## src/rtl/nn_pkg.sv

```systemverilog
// Shared types and elaboration helpers for the neuron datapath blocks.
package nn_pkg;

  typedef enum logic {
    IDLE = 1'b0,
    RUN  = 1'b1
  } state_e;

  // Counter width for a modulus n; never below 1 so a single-weight neuron still gets a register.
  function automatic int clog2(input int n);
    int r;
    r = 0;
    while ((1 << r) < n) r++;
    return (r < 1) ? 1 : r;
  endfunction

endpackage

```

## src/rtl/wrap_counter.sv

```systemverilog
// Modulo counter with enable; wrap flags the enabled step from MODULUS-1 back to 0.
module wrap_counter #(
  parameter int WIDTH   = 1,
  parameter int MODULUS = 2
) (
  input  logic             clk,
  input  logic             rst_n,
  input  logic             en,
  output logic [WIDTH-1:0] cnt,
  output logic             wrap
);

  localparam logic [WIDTH-1:0] LAST = WIDTH'(MODULUS - 1);

  assign wrap = en && (cnt == LAST);

  always_ff @(posedge clk or negedge rst_n) begin
    if (!rst_n)  cnt <= '0;
    else if (en) cnt <= (cnt == LAST) ? '0 : cnt + 1'b1;
  end

endmodule

```

## src/rtl/weight_seq_ctrl.sv

```systemverilog
// Per-neuron weight memory sequencer: steers matching config writes into the memory and
// pairs each activation with its weight for the MAC, one cycle after the read.
module weight_seq_ctrl
  import nn_pkg::*;
#(
  parameter int numWeight    = 784,
  parameter int addressWidth = 10,
  parameter int dataWidth    = 16,
  parameter int layerNo      = 1,
  parameter int neuronNo     = 0,
  parameter int preloaded    = 0
) (
  input  logic                    clk,
  input  logic                    rst_n,
  input  logic                    cfg_valid,
  input  logic [31:0]             cfg_layer,
  input  logic [31:0]             cfg_neuron,
  input  logic [dataWidth-1:0]    cfg_data,
  output logic                    cfg_ready,
  input  logic                    x_valid,
  input  logic [dataWidth-1:0]    x_in,
  output logic                    mem_wen,
  output logic [addressWidth-1:0] mem_wadd,
  output logic [dataWidth-1:0]    mem_win,
  output logic                    mem_ren,
  output logic [addressWidth-1:0] mem_radd,
  input  logic [dataWidth-1:0]    mem_wout,
  output logic                    mac_valid,
  output logic [dataWidth-1:0]    mac_x,
  output logic [dataWidth-1:0]    mac_w,
  output logic                    mac_last,
  output logic                    weights_loaded,
  output logic                    load_done
);

  localparam int             CW   = clog2(numWeight);
  localparam logic [CW-1:0]  LAST = CW'(numWeight - 1);
  localparam bit             MULTI = (numWeight > 1);

  state_e                 state;
  logic [CW-1:0]          rd_cnt, wr_cnt;
  logic                   rd_wrap, wr_wrap;
  logic                   cfg_acc, cfg_hit;
  logic [dataWidth-1:0]   x_d;
  logic                   valid_d, last_d;

  // Activations have no backpressure, so config yields to them and to any read run in flight.
  assign cfg_ready = (state == IDLE) && !x_valid;
  assign cfg_acc   = cfg_valid && cfg_ready;
  assign cfg_hit   = cfg_acc && (cfg_layer == 32'(layerNo)) && (cfg_neuron == 32'(neuronNo));

  wrap_counter #(.WIDTH(CW), .MODULUS(numWeight)) u_rd_cnt (
    .clk   (clk),
    .rst_n (rst_n),
    .en    (x_valid),
    .cnt   (rd_cnt),
    .wrap  (rd_wrap)
  );

  wrap_counter #(.WIDTH(CW), .MODULUS(numWeight)) u_wr_cnt (
    .clk   (clk),
    .rst_n (rst_n),
    .en    (cfg_hit),
    .cnt   (wr_cnt),
    .wrap  (wr_wrap)
  );

  assign mem_ren  = x_valid;
  assign mem_radd = addressWidth'(rd_cnt);

  always_ff @(posedge clk or negedge rst_n) begin
    if (!rst_n) begin
      state <= IDLE;
    end else begin
      case (state)
        IDLE:    if (MULTI && x_valid && (rd_cnt == '0)) state <= RUN;
        RUN:     if (rd_wrap) state <= IDLE;
        default: state <= IDLE;
      endcase
    end
  end

  always_ff @(posedge clk or negedge rst_n) begin
    if (!rst_n) begin
      mem_wen        <= 1'b0;
      mem_wadd       <= '0;
      mem_win        <= '0;
      load_done      <= 1'b0;
      weights_loaded <= (preloaded != 0);
    end else begin
      mem_wen   <= cfg_hit;
      load_done <= wr_wrap;
      if (cfg_hit) begin
        mem_wadd <= addressWidth'(wr_cnt);
        mem_win  <= cfg_data;
      end
      if (wr_wrap) weights_loaded <= 1'b1;
    end
  end

  // Memory read data lands one cycle after mem_ren; delay x and its flags to meet it.
  always_ff @(posedge clk or negedge rst_n) begin
    if (!rst_n) begin
      x_d     <= '0;
      valid_d <= 1'b0;
      last_d  <= 1'b0;
    end else begin
      x_d     <= x_in;
      valid_d <= x_valid;
      last_d  <= (rd_cnt == LAST);
    end
  end

  assign mac_valid = valid_d;
  assign mac_x     = x_d;
  assign mac_w     = mem_wout;
  assign mac_last  = last_d && valid_d;

endmodule

```

## config.mk

```make
export PLATFORM = sky130hd
export DESIGN_NAME = weight_seq_ctrl
export DESIGN_NICKNAME = d
export VERILOG_FILES = /design/src/rtl/nn_pkg.sv /design/src/rtl/wrap_counter.sv /design/src/rtl/weight_seq_ctrl.sv
export SDC_FILE = /design/constraint.sdc
export NUM_CORES = 1
export LEC_CHECK = 0
export ABC_AREA = 0
export BUFFER_PORTS_ARGS = -buffer_cell sky130_fd_sc_hd__buf_2
export CORE_MARGIN = 4
export CORE_UTILIZATION = 46
export DETAILED_ROUTE_END_ITERATION = 16
export PLACE_DENSITY = 0.85
export SYNTH_ARGS = -nofsm -noshare
export SYNTH_HDL_FRONTEND = slang
export SYNTH_SLANG_ARGS = --single-unit
```

## constraint.sdc

```tcl
create_clock -name clk -period 5.6 [get_ports clk]
set_clock_uncertainty 0.1 [all_clocks]
set_input_delay 0.56 -clock clk [delete_from_list [all_inputs] [get_ports clk]]
set_output_delay 0.56 -clock clk [all_outputs]
set_load 0.1 [all_outputs]
```

# [Word-level counts from Yosys, hierarchy flattened]
# Index checks and enable logic that the tools add are counted.
[classes] reduce_logical=11 n_mux=5 div=0 shift=0 n_eq_ne=3 n_addsub=2 n_lt_le_gt_ge=0 multipliers=0 n_bitwise=1
[op_table] cell="$eq A32 B1 Y1 const B" n=1
[op_table] cell="$logic_not A32 Y1" n=1
[op_table] cell="$add A10 B1 Y10 const B" n=2
[op_table] cell="$eq A10 B10 Y1 const B" n=2
[op_table] cell="$mux W10" n=2
[op_table] cell="$logic_not A10 Y1" n=1
[op_table] cell="$logic_and A1 B1 Y1" n=8
[op_table] cell="$mux W1" n=2
[op_table] cell="$pmux W1 S2" n=1
[op_table] cell="$logic_not A1 Y1" n=1
[op_table] cell="$not A1 Y1" n=1
[word_totals] regBits=68 ramBits=0 inputBits=116 mem_count=0 latch_bits=0 elab_cells=33 mem_bits_ro=0

# [Depth between registers and ports, before layout]
# Gate-level depths: netlist of the first run.
[logic_depth] word_depth=6 depth_mapped=7

# [Hierarchy]
# Synthesis of the first run repeated with hierarchy kept, for this count alone.
[unflattened] hier_cells=239 hier_area_um2=3044.2
[by_module_without_submodules] module="weight_seq_ctrl" instances=1 seq_area_each_um2=1201.2 cells_per_inst=131 area_each_um2=1960.6
[by_module_without_submodules] module="wrap_counter" instances=2 seq_area_each_um2=250.2 cells_per_inst=54 area_each_um2=541.8

# [Worst setup path after synthesis of the first run]
# No wires, ideal clock.
[synth_timing] path_type="in2reg" from="in x_valid" to="reg u_wr_cnt.cnt[4]" t_arrival_ns=2.856 t_required_ns=5.375 path_buffers=1 path_slack_ns=2.520 stages=6 setup_ns=0.125 cell_sequence="nor2_1 -> nand3_1 -> nor2_2 -> buf_2 -> nand3_1 -> mux2_2"
[synth_between] elab_chain_len=5
[synth_lines] item="start, declared" line_no="weight_seq_ctrl.sv:20" text="input logic x_valid,"
[synth_lines] item="$logic_not A1 Y1" line_no="weight_seq_ctrl.sv:48" text="assign cfg_ready = (state == IDLE) && !x_valid;"
[synth_lines] item="$logic_and A1 B1 Y1" line_no="weight_seq_ctrl.sv:48"
[synth_lines] item="$logic_and A1 B1 Y1" line_no="weight_seq_ctrl.sv:49" text="assign cfg_acc = cfg_valid && cfg_ready;"
[synth_lines] item="$logic_and A1 B1 Y1 (2 in series)" line_no="weight_seq_ctrl.sv:50" text="assign cfg_hit = cfg_acc && (cfg_layer == 32'(layerNo)) && (cfg_neuron == 32'(neuronNo));"
[synth_lines] item="end signal, assigned" line_no="wrap_counter.sv:19" text="else if (en) cnt <= (cnt == LAST) ? '0 : cnt + 1'b1;"
[synth_lines] item="end, declared" line_no="wrap_counter.sv:9" text="output logic [WIDTH-1:0] cnt,"
# No other way between the ends.
# A chain may end at the register's enable or synchronous reset.

# [Worst setup path after layout of the first run]
[layout_timing] from="in cfg_layer[9]" to="reg mem_win[3]"
[layout_between] elab_chain_len=3
[layout_lines] item="start, declared" line_no="weight_seq_ctrl.sv:16" text="input logic [31:0] cfg_layer,"
[layout_lines] item="$eq A32 B1 Y1" line_no="weight_seq_ctrl.sv:50"
[layout_lines] item="$logic_and A1 B1 Y1 (2 in series)" line_no="weight_seq_ctrl.sv:50"
[layout_lines] item="end signal, assigned" line_no="weight_seq_ctrl.sv:95" text="mem_win <= cfg_data;"
[layout_lines] item="end, declared" line_no="weight_seq_ctrl.sv:24" text="output logic [dataWidth-1:0] mem_win,"
# No other way between the ends.

==> results of run 1 <==
## layer usage
metal	GRT usage [%]	vias up	wire length, um
li1	-	1171	-
met1	20.5	1191	2770
met2	31.3	126	3650
met3	5.16	14	789
met4	7.71	0	131
met5	0	-	0
## layout by cell type, fill, tap and decap left out, drive strengths merged, types with 4 or more instances in the layout
| master | instances |
|---|---|
| buf | 159 |
| dfrtp | 68 |
| mux2 | 27 |
| nor4 | 24 |
| nand3 | 14 |
| clkbuf | 11 |
| nand4 | 10 |
| and3 | 9 |
| nor2 | 8 |
| nand2 | 8 |
| xnor2 | 6 |
| inv | 6 |
| o21ai | 5 |
| xor2 | 4 |
| nor3 | 4 |
## worst max-delay path: stages
cell	delay, ns
buf_2	0.10
nor4_1	0.30
nand4_1	0.14
nor2_2	0.46
nand2_4	0.41
mux2_4	0.42
## state kept, by name, summed over array words and instances (netlist names)
| name | count |
|---|---|
| last_d | 1 |
| mac_valid | 1 |
| state | 1 |
| mem_wen | 1 |
| u_rd_cnt.cnt | 10 |
| weights_loaded | 1 |
| mem_win | 16 |
| mac_x | 16 |
| load_done | 1 |
| mem_wadd | 10 |
| u_wr_cnt.cnt | 10 |
## power breakdown
part           switching, mW  internal [mW]
clock network          0.186          0.322
logic                  0.287         0.0726
registers             0.0343          0.522
## area by class of cell
cell class,instances,area (um^2),area share [%]
sequential,68,1700,42.2
timing repair buffer,159,798,19.8
clock inverter,5,106,2.64
clock buffer,11,151,3.76
multi-input combinational,146,1160,28.7
tap,77,96.3,2.39
inverter,5,18.8,0.466
## kinds of logic (layout without fill, tap and decap cells)
group	Yosys count	in the layout	synth area share (%)
flip-flops	68	68	55.9
AO/OA/AOI/OAI	14	14	2.84
buffers and inverters	28	180	6.12
XOR/XNOR	10	10	2.88
AND/OR/NAND/NOR	91	91	18.2
multiplexers	28	28	12.8
adder cells (fa/ha/maj)	3	3	1.23
## cell usage after synthesis, drive strengths merged
library cell | number | area share, %
a22o | 3 | 0.86
nor4b | 3 | 0.86
nand2 | 8 | 1.2
clkbuf | 2 | 0.25
nand4 | 10 | 2.1
nor4 | 24 | 4.9
a21oi | 3 | 0.49
xor2 | 4 | 1.2
o21bai | 1 | 0.25
mux2 | 27 | 12
and4 | 2 | 0.58
xnor2 | 6 | 1.7
and3 | 9 | 1.8
nor4bb | 1 | 0.33
a31oi | 2 | 0.41
nor3 | 4 | 1.2
or3b | 1 | 0.29
inv | 5 | 0.62
mux2i | 1 | 0.33
and2 | 3 | 0.62
ha | 3 | 1.2
buf | 21 | 5.3
dfrtp | 68 | 56
nand3 | 14 | 2.3
nand4b | 1 | 0.29
nand3b | 1 | 0.25
nor2 | 8 | 1.1
or2 | 2 | 0.41
o21ai | 5 | 0.82
## worst min-delay path by stage
stage	cells past startpoint	slack, ns	end
finish	1	0.23	mac_x[7]
global route	1	0.20	mac_x[4]
CTS	1	0.21	mac_x[8]
detailed placement	1	0.37	weights_loaded
global placement	1	0.35	weights_loaded
floorplan	0	0.16	last_d
==> results.json, run 1 <==
{
  "place_ws_ns": 2.94,
  "finalSetupViolCount": 0,
  "netlist_area_um2": 3040,
  "post-route-cell-area_um2": 4030,
  "num_vias": 2502,
  "finalNetCount": 508,
  "worst_slew_pin_slew_ns": 0.846,
  "period_share_pct": 41.0,
  "area_growth_pct": 32.3,
  "diodes": 0,
  "layoutNonFillerInstCount": 471,
  "cp_max_fo": 26,
  "cts_buffers": 9,
  "placementRows": 29,
  "min_path_type": "in2reg",
  "status": "finished, final reports clean",
  "die_x_um": 89.4,
  "setup_slack_ns": 3.30,
  "final.fill_count": 500,
  "start_util_pct": 47.7,
  "tns_ns": 0,
  "vias_per_cell": 5.31,
  "endpoint": "mem_win[3]",
  "arrival_ns": 2.41,
  "critPathLaunchType": "input pin",
  "fp.dieArea_um2": 7980,
  "syn_nets": 361,
  "cts_hold_buf": 0,
  "netlist_instances": 242,
  "holdWs_ns": 0.228,
  "drive_gt1_share_pct": 53.0,
  "drt_iter0_markers": 60,
  "reg2reg_to": "mem_win[3]",
  "port_buffers": 158,
  "dpl_cell_area_um2": 3770,
  "postCtsResizedCells": 0,
  "cts_tree": "done",
  "yosysSeqAreaShare_pct": 55.9,
  "leakagePower_nw": 2.25,
  "cp-startpoint": "cfg_layer[9]",
  "routedWlPerCell_um": 15.6,
  "synth_warnings": 0,
  "maxCapViolations": 0,
  "ant_nets": 0,
  "grt_start_max_net_pins": 69,
  "cts-root-buf": "clkbuf_8",
  "dp_hpwl_um": 5680,
  "h-tree-depth": 3,
  "r2r_start": "state",
  "drtPass1Iterations": 4,
  "grtUsageTotal_pct": 18.0,
  "critPathKind": "in2reg",
  "syn_area_per_cell_um2": 12.6,
  "post_cts_buffers": 0,
  "coreArea_um2": 6390,
  "ff2ff_path_depth": 5,
  "total_power_mw": 1.42,
  "fin_crit_ns": 2.30,
  "grt_pass1_vias": 2471,
  "slew_viol_final": 0,
  "wl_um": 7350,
  "grt_pass1_wl_um": 11100,
  "power_density_nw_per_um2": 353,
  "clk_pin_slew_ns": 0.07,
  "maxSlewHeadroom_pct": 43.6,
  "insertion_delay_ns": 0.33,
  "rsz0062_at_grt": "no",
  "ir_drop_mv": 0.240,
  "ioPinCount": 191,
  "synth_cell_type_count": 36,
  "drc": 0,
  "die-height_um": 89.4,
  "antenna_found_initial": 0,
  "ys_seq_elements": 68,
  "clkSinkCount": 68,
  "crit_path_end_kind": "flop",
  "timing.critical_path.required_ns": 5.71,
  "utilization_pct": 63.1,
  "gp_congestion": 0.852,
  "grt_overflow": 0,
  "rrSetupSlack_ns": 3.45,
  "timing.fmax_mhz": 435,
  "clock_path_buffers": 2,
  "dp.cells": 455,
  "hold_path_startpoint": "x_in[7]",
  "hold_violations": 0
}
No activity file was read; power rests on OpenSTA's default activity.
==> inputs of run 2 (changes only) <==
Settings changed: CORE_UTILIZATION 46 to 39, PLACE_DENSITY 0.85 to 0.77.
Clock period 5.6 ns to 1.85 ns, I/O delays scaled along.
==> results.json, run 2 (synthesis gave the netlist of run 1 again) <==
{
  "die_x_um": 96.4,
  "cts-root-buf": "clkbuf_8",
  "grtUsageTotal_pct": 18.2,
  "insertion_delay_ns": 0.34,
  "timing.fmax_mhz": 557,
  "port_buffers": 158,
  "diodes": 0,
  "reg2reg_to": "u_rd_cnt.cnt[0]",
  "grt_pass1_wl_um": 12900,
  "maxCapViolations": 0,
  "maxSlewHeadroom_pct": 66.5,
  "worst_slew_pin_slew_ns": 0.507,
  "crit_slowest_cell": "dfrtp_4",
  "fin_crit_ns": 1.79,
  "cts_buffers": 9,
  "cp_max_fo": 8,
  "wl_um": 8350,
  "clkSinkCount": 68,
  "power_density_nw_per_um2": 896,
  "r2r_start": "u_rd_cnt.cnt[1]",
  "rrSetupSlack_ns": 0.06,
  "timing.critical_path.required_ns": 2.00,
  "leakagePower_nw": 2.40,
  "cts_tree": "done",
  "drtPass1Iterations": 4,
  "slew_viol_final": 0,
  "place_ws_ns": -0.0204,
  "grt_start_max_net_pins": 69,
  "tns_ns": 0,
  "critPathLaunchType": "flop",
  "hold_violations": 0,
  "final_common_cell": "buf_2",
  "setup_slack_ns": 0.0559,
  "mostFrequentLayoutCells": "158 x buf_2, 58 x dfrtp_1, 33 x dlygate4sd3_1, 23 x nor4_1, 20 x mux2_4",
  "grt_overflow": 0,
  "crit_chain": "ha_4, and3_1, and4_2, or3b_4, o21ai_1",
  "gp_congestion": 0.810,
  "min_path_cells": 2,
  "start_util_pct": 41.1,
  "placementRows": 31,
  "dp.cells": 487,
  "die-height_um": 96.4,
  "clk_pin_slew_ns": 0.07,
  "worstPathBufferInverterCount": 0,
  "post-route-cell-area_um2": 4500,
  "rsz0062_at_grt": "no",
  "critPathKind": "reg2reg",
  "status": "finished, final reports clean",
  "min_path_type": "in2reg",
  "clock_path_buffers": 2,
  "routedWlPerCell_um": 15.6,
  "grt_pass1_vias": 2699,
  "cp.depth": 5,
  "drc": 0,
  "total_power_mw": 4.03,
  "period_share_pct": 97.0,
  "cp-startpoint": "u_rd_cnt.cnt[1]",
  "cp_top_family": "simple AND/OR/NAND/NOR gates",
  "antenna_found_initial": 0,
  "ir_drop_mv": 0.536,
  "ioPinCount": 191,
  "drive_gt1_share_pct": 54.8,
  "utilization_pct": 60.7,
  "ff2ff_path_depth": 5,
  "fp.dieArea_um2": 9280,
  "dp_hpwl_um": 5880,
  "ant_nets": 0,
  "crit_path_end_kind": "flop",
  "area_growth_pct": 47.8,
  "drt_iter0_markers": 116,
  "num_vias": 2695,
  "vias_per_cell": 5.02,
  "layoutNonFillerInstCount": 537,
  "endpoint": "u_rd_cnt.cnt[0]",
  "arrival_ns": 1.95,
  "finalSetupViolCount": 0,
  "coreArea_um2": 7410,
  "dpl_cell_area_um2": 3960,
  "holdWs_ns": 0.103,
  "final.fill_count": 586,
  "slowest_delay_ns": 0.51,
  "h-tree-depth": 3,
  "finalNetCount": 552
}
## run 2: cell count changes in the layout (fill, tap and decap cells not counted), sizes merged
cell / change
clkbuf: -1
bufinv: -3
buf: +11
dlygate4sd3: +33
clkinv: +2
clkinvlp: +2
## run 2: per-layer routing
| layer | vias up | share of wire (%) | GRT usage (%) |
|---|---|---|---|
| met5 | - | 0 | 0 |
| met4 | 0 | 1.8 | 6.54 |
| met3 | 19 | 9.2 | 4.85 |
| met2 | 137 | 50 | 30.6 |
| met1 | 1278 | 39 | 22.4 |
| li1 | 1261 | - | - |
## run 2: worst min path at each step
stage                        from         end  slack [ns]
final                     x_valid   mac_valid        0.10
after global routing      x_valid   mac_valid        0.09
after CTS                 x_valid   mac_valid        0.09
after detailed placement    rst_n  mem_win[1]        0.14
after global placement      rst_n  mem_win[1]        0.13
after floorplan             rst_n      last_d       -0.21
## run 2: layout make-up
cell class / instances / area, um^2 / share of cell area, %
Clock inverter: 6 / 48.8 / 1.08
Timing Repair Buffer: 203 / 1240 / 27.5
Tap cell: 99 / 124 / 2.75
Multi-Input combinational cell: 146 / 1220 / 27.0
Sequential cell: 68 / 1720 / 38.2
Clock buffer: 10 / 138 / 3.06
Inverter: 5 / 18.8 / 0.417
## run 2: report_power, final
group	switching (mW)	leakage [nW]	internal, mW	total, mW
registers	0.130	0.879	1.60	1.73
clock network	0.587	0.0851	0.531	1.12
logic	0.891	1.44	0.296	1.19
## run 2: repair_timing
| action | CTS | global route |
|---|---|---|
| gates resized for setup | 0 | 4 |
| setup endpoints to repair | 0 | 7 |
| endpoints found under the hold margin | 100 | 0 |
| buffers inserted | 0 | 1 |
| hold buffers | 33 | 0 |
## run 2: worst register-to-register path, stage by stage (launching register included)
cell	delay [ns]
dfrtp_4	0.51
ha_4	0.17
and3_1	0.18
and4_2	0.29
or3b_4	0.37
o21ai_1	0.09
==> inputs of run 3 (changes only) <==
Settings changed: ABC_AREA 0 to 1, CORE_UTILIZATION 39 to 42.
==> results.json, run 3 <==
{
  "min_path_type": "in2reg",
  "synth_area_leaders": "dfrtp_1 44%, nand2_1 15%, nor2_1 11%",
  "wl_um": 10900,
  "ys_seq_elements": 68,
  "period_share_pct": 95.5,
  "grtUsageTotal_pct": 19.4,
  "finalSetupViolCount": 0,
  "mostFrequentLayoutCells": "157 x buf_2, 156 x nand2_1, 109 x nor2_1, 61 x nand3_1, 58 x dfrtp_1",
  "port_buffers": 158,
  "dp.cells": 775,
  "drive_gt1_share_pct": 30.1,
  "worst_slew_pin_slew_ns": 0.566,
  "ioPinCount": 191,
  "cp-startpoint": "x_valid",
  "drt_iter0_markers": 210,
  "syn_area_per_cell_um2": 7.22,
  "ys_top_cells_by_count": "156 x nand2_1, 111 x nor2_1, 68 x dfrtp_1",
  "diodes": 0,
  "async_flop_share_pct": 100,
  "r2r_start": "u_rd_cnt.cnt[0]",
  "coreArea_um2": 8810,
  "status": "finished, final reports clean",
  "timing.critical_path.required_ns": 1.96,
  "ant_nets": 0,
  "cts_buffers": 9,
  "crit_path_end_kind": "flop",
  "start_util_pct": 43.5,
  "grt_start_max_net_pins": 37,
  "slew_viol_final": 0,
  "h-tree-depth": 3,
  "finalNetCount": 831,
  "synth_edf_count": 0,
  "dp_hpwl_um": 7530,
  "cts_tree": "done",
  "netlist_instances": 531,
  "ir_drop_mv": 1.03,
  "drtPass1Iterations": 4,
  "synth_cell_type_count": 27,
  "grt_pass1_wl_um": 17700,
  "gp_congestion": 0.909,
  "placementRows": 34,
  "post_cts_buffers": 0,
  "syn_nets": 650,
  "die-height_um": 104,
  "antenna_found_initial": 0,
  "arrival_ns": 1.88,
  "synth_top_area_cell": "dfrtp_1",
  "hold_path_startpoint": "cfg_data[10]",
  "synth_warnings": 0,
  "cts-root-buf": "clkbuf_8",
  "drc": 0,
  "maxSlewHeadroom_pct": 62.3,
  "dpl_cell_area_um2": 4610,
  "num_vias": 3928,
  "final.fill_count": 771,
  "leakagePower_nw": 2.83,
  "timing.fmax_mhz": 566,
  "die_x_um": 104,
  "fp.dieArea_um2": 10700,
  "area_growth_pct": 33.8,
  "insertion_delay_ns": 0.33,
  "synth_top_area_share_pct": 44.4,
  "cp_max_fo": 14,
  "clk_pin_slew_ns": 0.08,
  "critPathLaunchType": "input pin",
  "vias_per_cell": 4.77,
  "fin_crit_ns": 1.77,
  "clkSinkCount": 68,
  "grt_pass1_vias": 3875,
  "synth_most_common_cell": "nand2_1",
  "power_density_nw_per_um2": 740,
  "hold_violations": 0,
  "ys.flop_type": "dfrtp_1",
  "yosysSeqAreaShare_pct": 44.4,
  "critPathKind": "in2reg",
  "maxCapViolations": 0,
  "grt_overflow": 0,
  "post-route-cell-area_um2": 5130,
  "rsz0062_at_grt": "yes",
  "routedWlPerCell_um": 13.3,
  "clock_path_buffers": 2,
  "netlist_area_um2": 3830,
  "final_common_cell": "buf_2",
  "layoutNonFillerInstCount": 823
}
==> run 3: routing by layer <==
metal | track usage [%] | vias up | share of wire (%)
met3 | 4.79 | 18 | 6.0
met4 | 4.84 | 0 | 1.4
met1 | 22.3 | 1784 | 41
li1 | - | 1986 | -
met2 | 36.2 | 140 | 52
met5 | 0 | - | 0
==> run 3: through the flow <==
step           power [mW]  setup TNS, ns  utilization (%)  hold slack (ns)  setup WS [ns]
6_report             3.79              0             58.3           0.0139         0.0826
3_5_place_dp         2.74              0             52.4            0.111          0.214
4_1_cts              3.82              0             57.9          0.00467         0.0627
2_1_floorplan        2.60          -1.04                -           -0.211        -0.0586
5_1_grt              3.98        -0.0445             58.3           0.0131        -0.0188
3_3_place_gp         2.72              0             52.4            0.102          0.297
==> run 3: timing repair <==
item / 4_1_cts / 5_1_grt
endpoints found under the setup margin: 0 / 29
hold endpoints to repair: 54 / 0
gates resized for setup: 0 / 5
hold buffers: 33 / 0
==> run 3: logic make-up (layout without fill, tap and decap cells) <==
kind of cell    count (synthesis)  after routing  share of synthesized area, %
xor+xnor                        9              9                          2.06
simple gates                  357            358                          40.0
fa+ha+maj                       3              3                         0.979
buf+inv                        87            270                          11.7
compound gates                  7              7                         0.913
flops                          68             68                          44.4
==> run 3: layout make-up <==
class / instances / area, um^2 / share of cell area (%)
repair buffers: 199 / 1200 / 23.3
multi-input cells: 377 / 1720 / 33.4
well taps: 108 / 135 / 2.63
flip-flops and latches: 68 / 1710 / 33.4
inverters: 57 / 214 / 4.17
clock inverters: 3 / 15.0 / 0.293
clock buffers: 11 / 141 / 2.76
==> run 3: worst paths after layout <==
| kind | to | slack [ns] | cells after the start |
|---|---|---|---|
| max | mem_win[5] | 0.08 | 10 |
| min | mem_win[10] | 0.01 | 3 |
| max reg2reg | u_rd_cnt.cnt[8] | 0.23 | 8 |
| min reg2reg | weights_loaded | 0.36 | 2 |
| max in group asynchronous | mac_x[12] | 0.66 | 3 |
| min in group asynchronous | u_wr_cnt.cnt[5] | 0.28 | 2 |
==> run 3: power by group <==
| group | leakage (nW) | total, mW | internal, mW | switching, mW |
|---|---|---|---|---|
| logic | 1.87 | 1.12 | 0.271 | 0.852 |
| clock network | 0.0848 | 1.02 | 0.502 | 0.517 |
| registers | 0.878 | 1.65 | 1.57 | 0.0823 |
| total | 2.83 | 3.79 | 2.34 | 1.45 |
==> run 3: worst max-delay path, cell delays in order <==
cell and delay [ns]:
dlygate4sd3_1 0.54, buf_4 0.18, nor2_4 0.12, nand2_1 0.06
nor2_2 0.13, inv_2 0.05, nor2_4 0.18, nand3_4 0.23
nand2_1 0.13, nand2_1 0.06
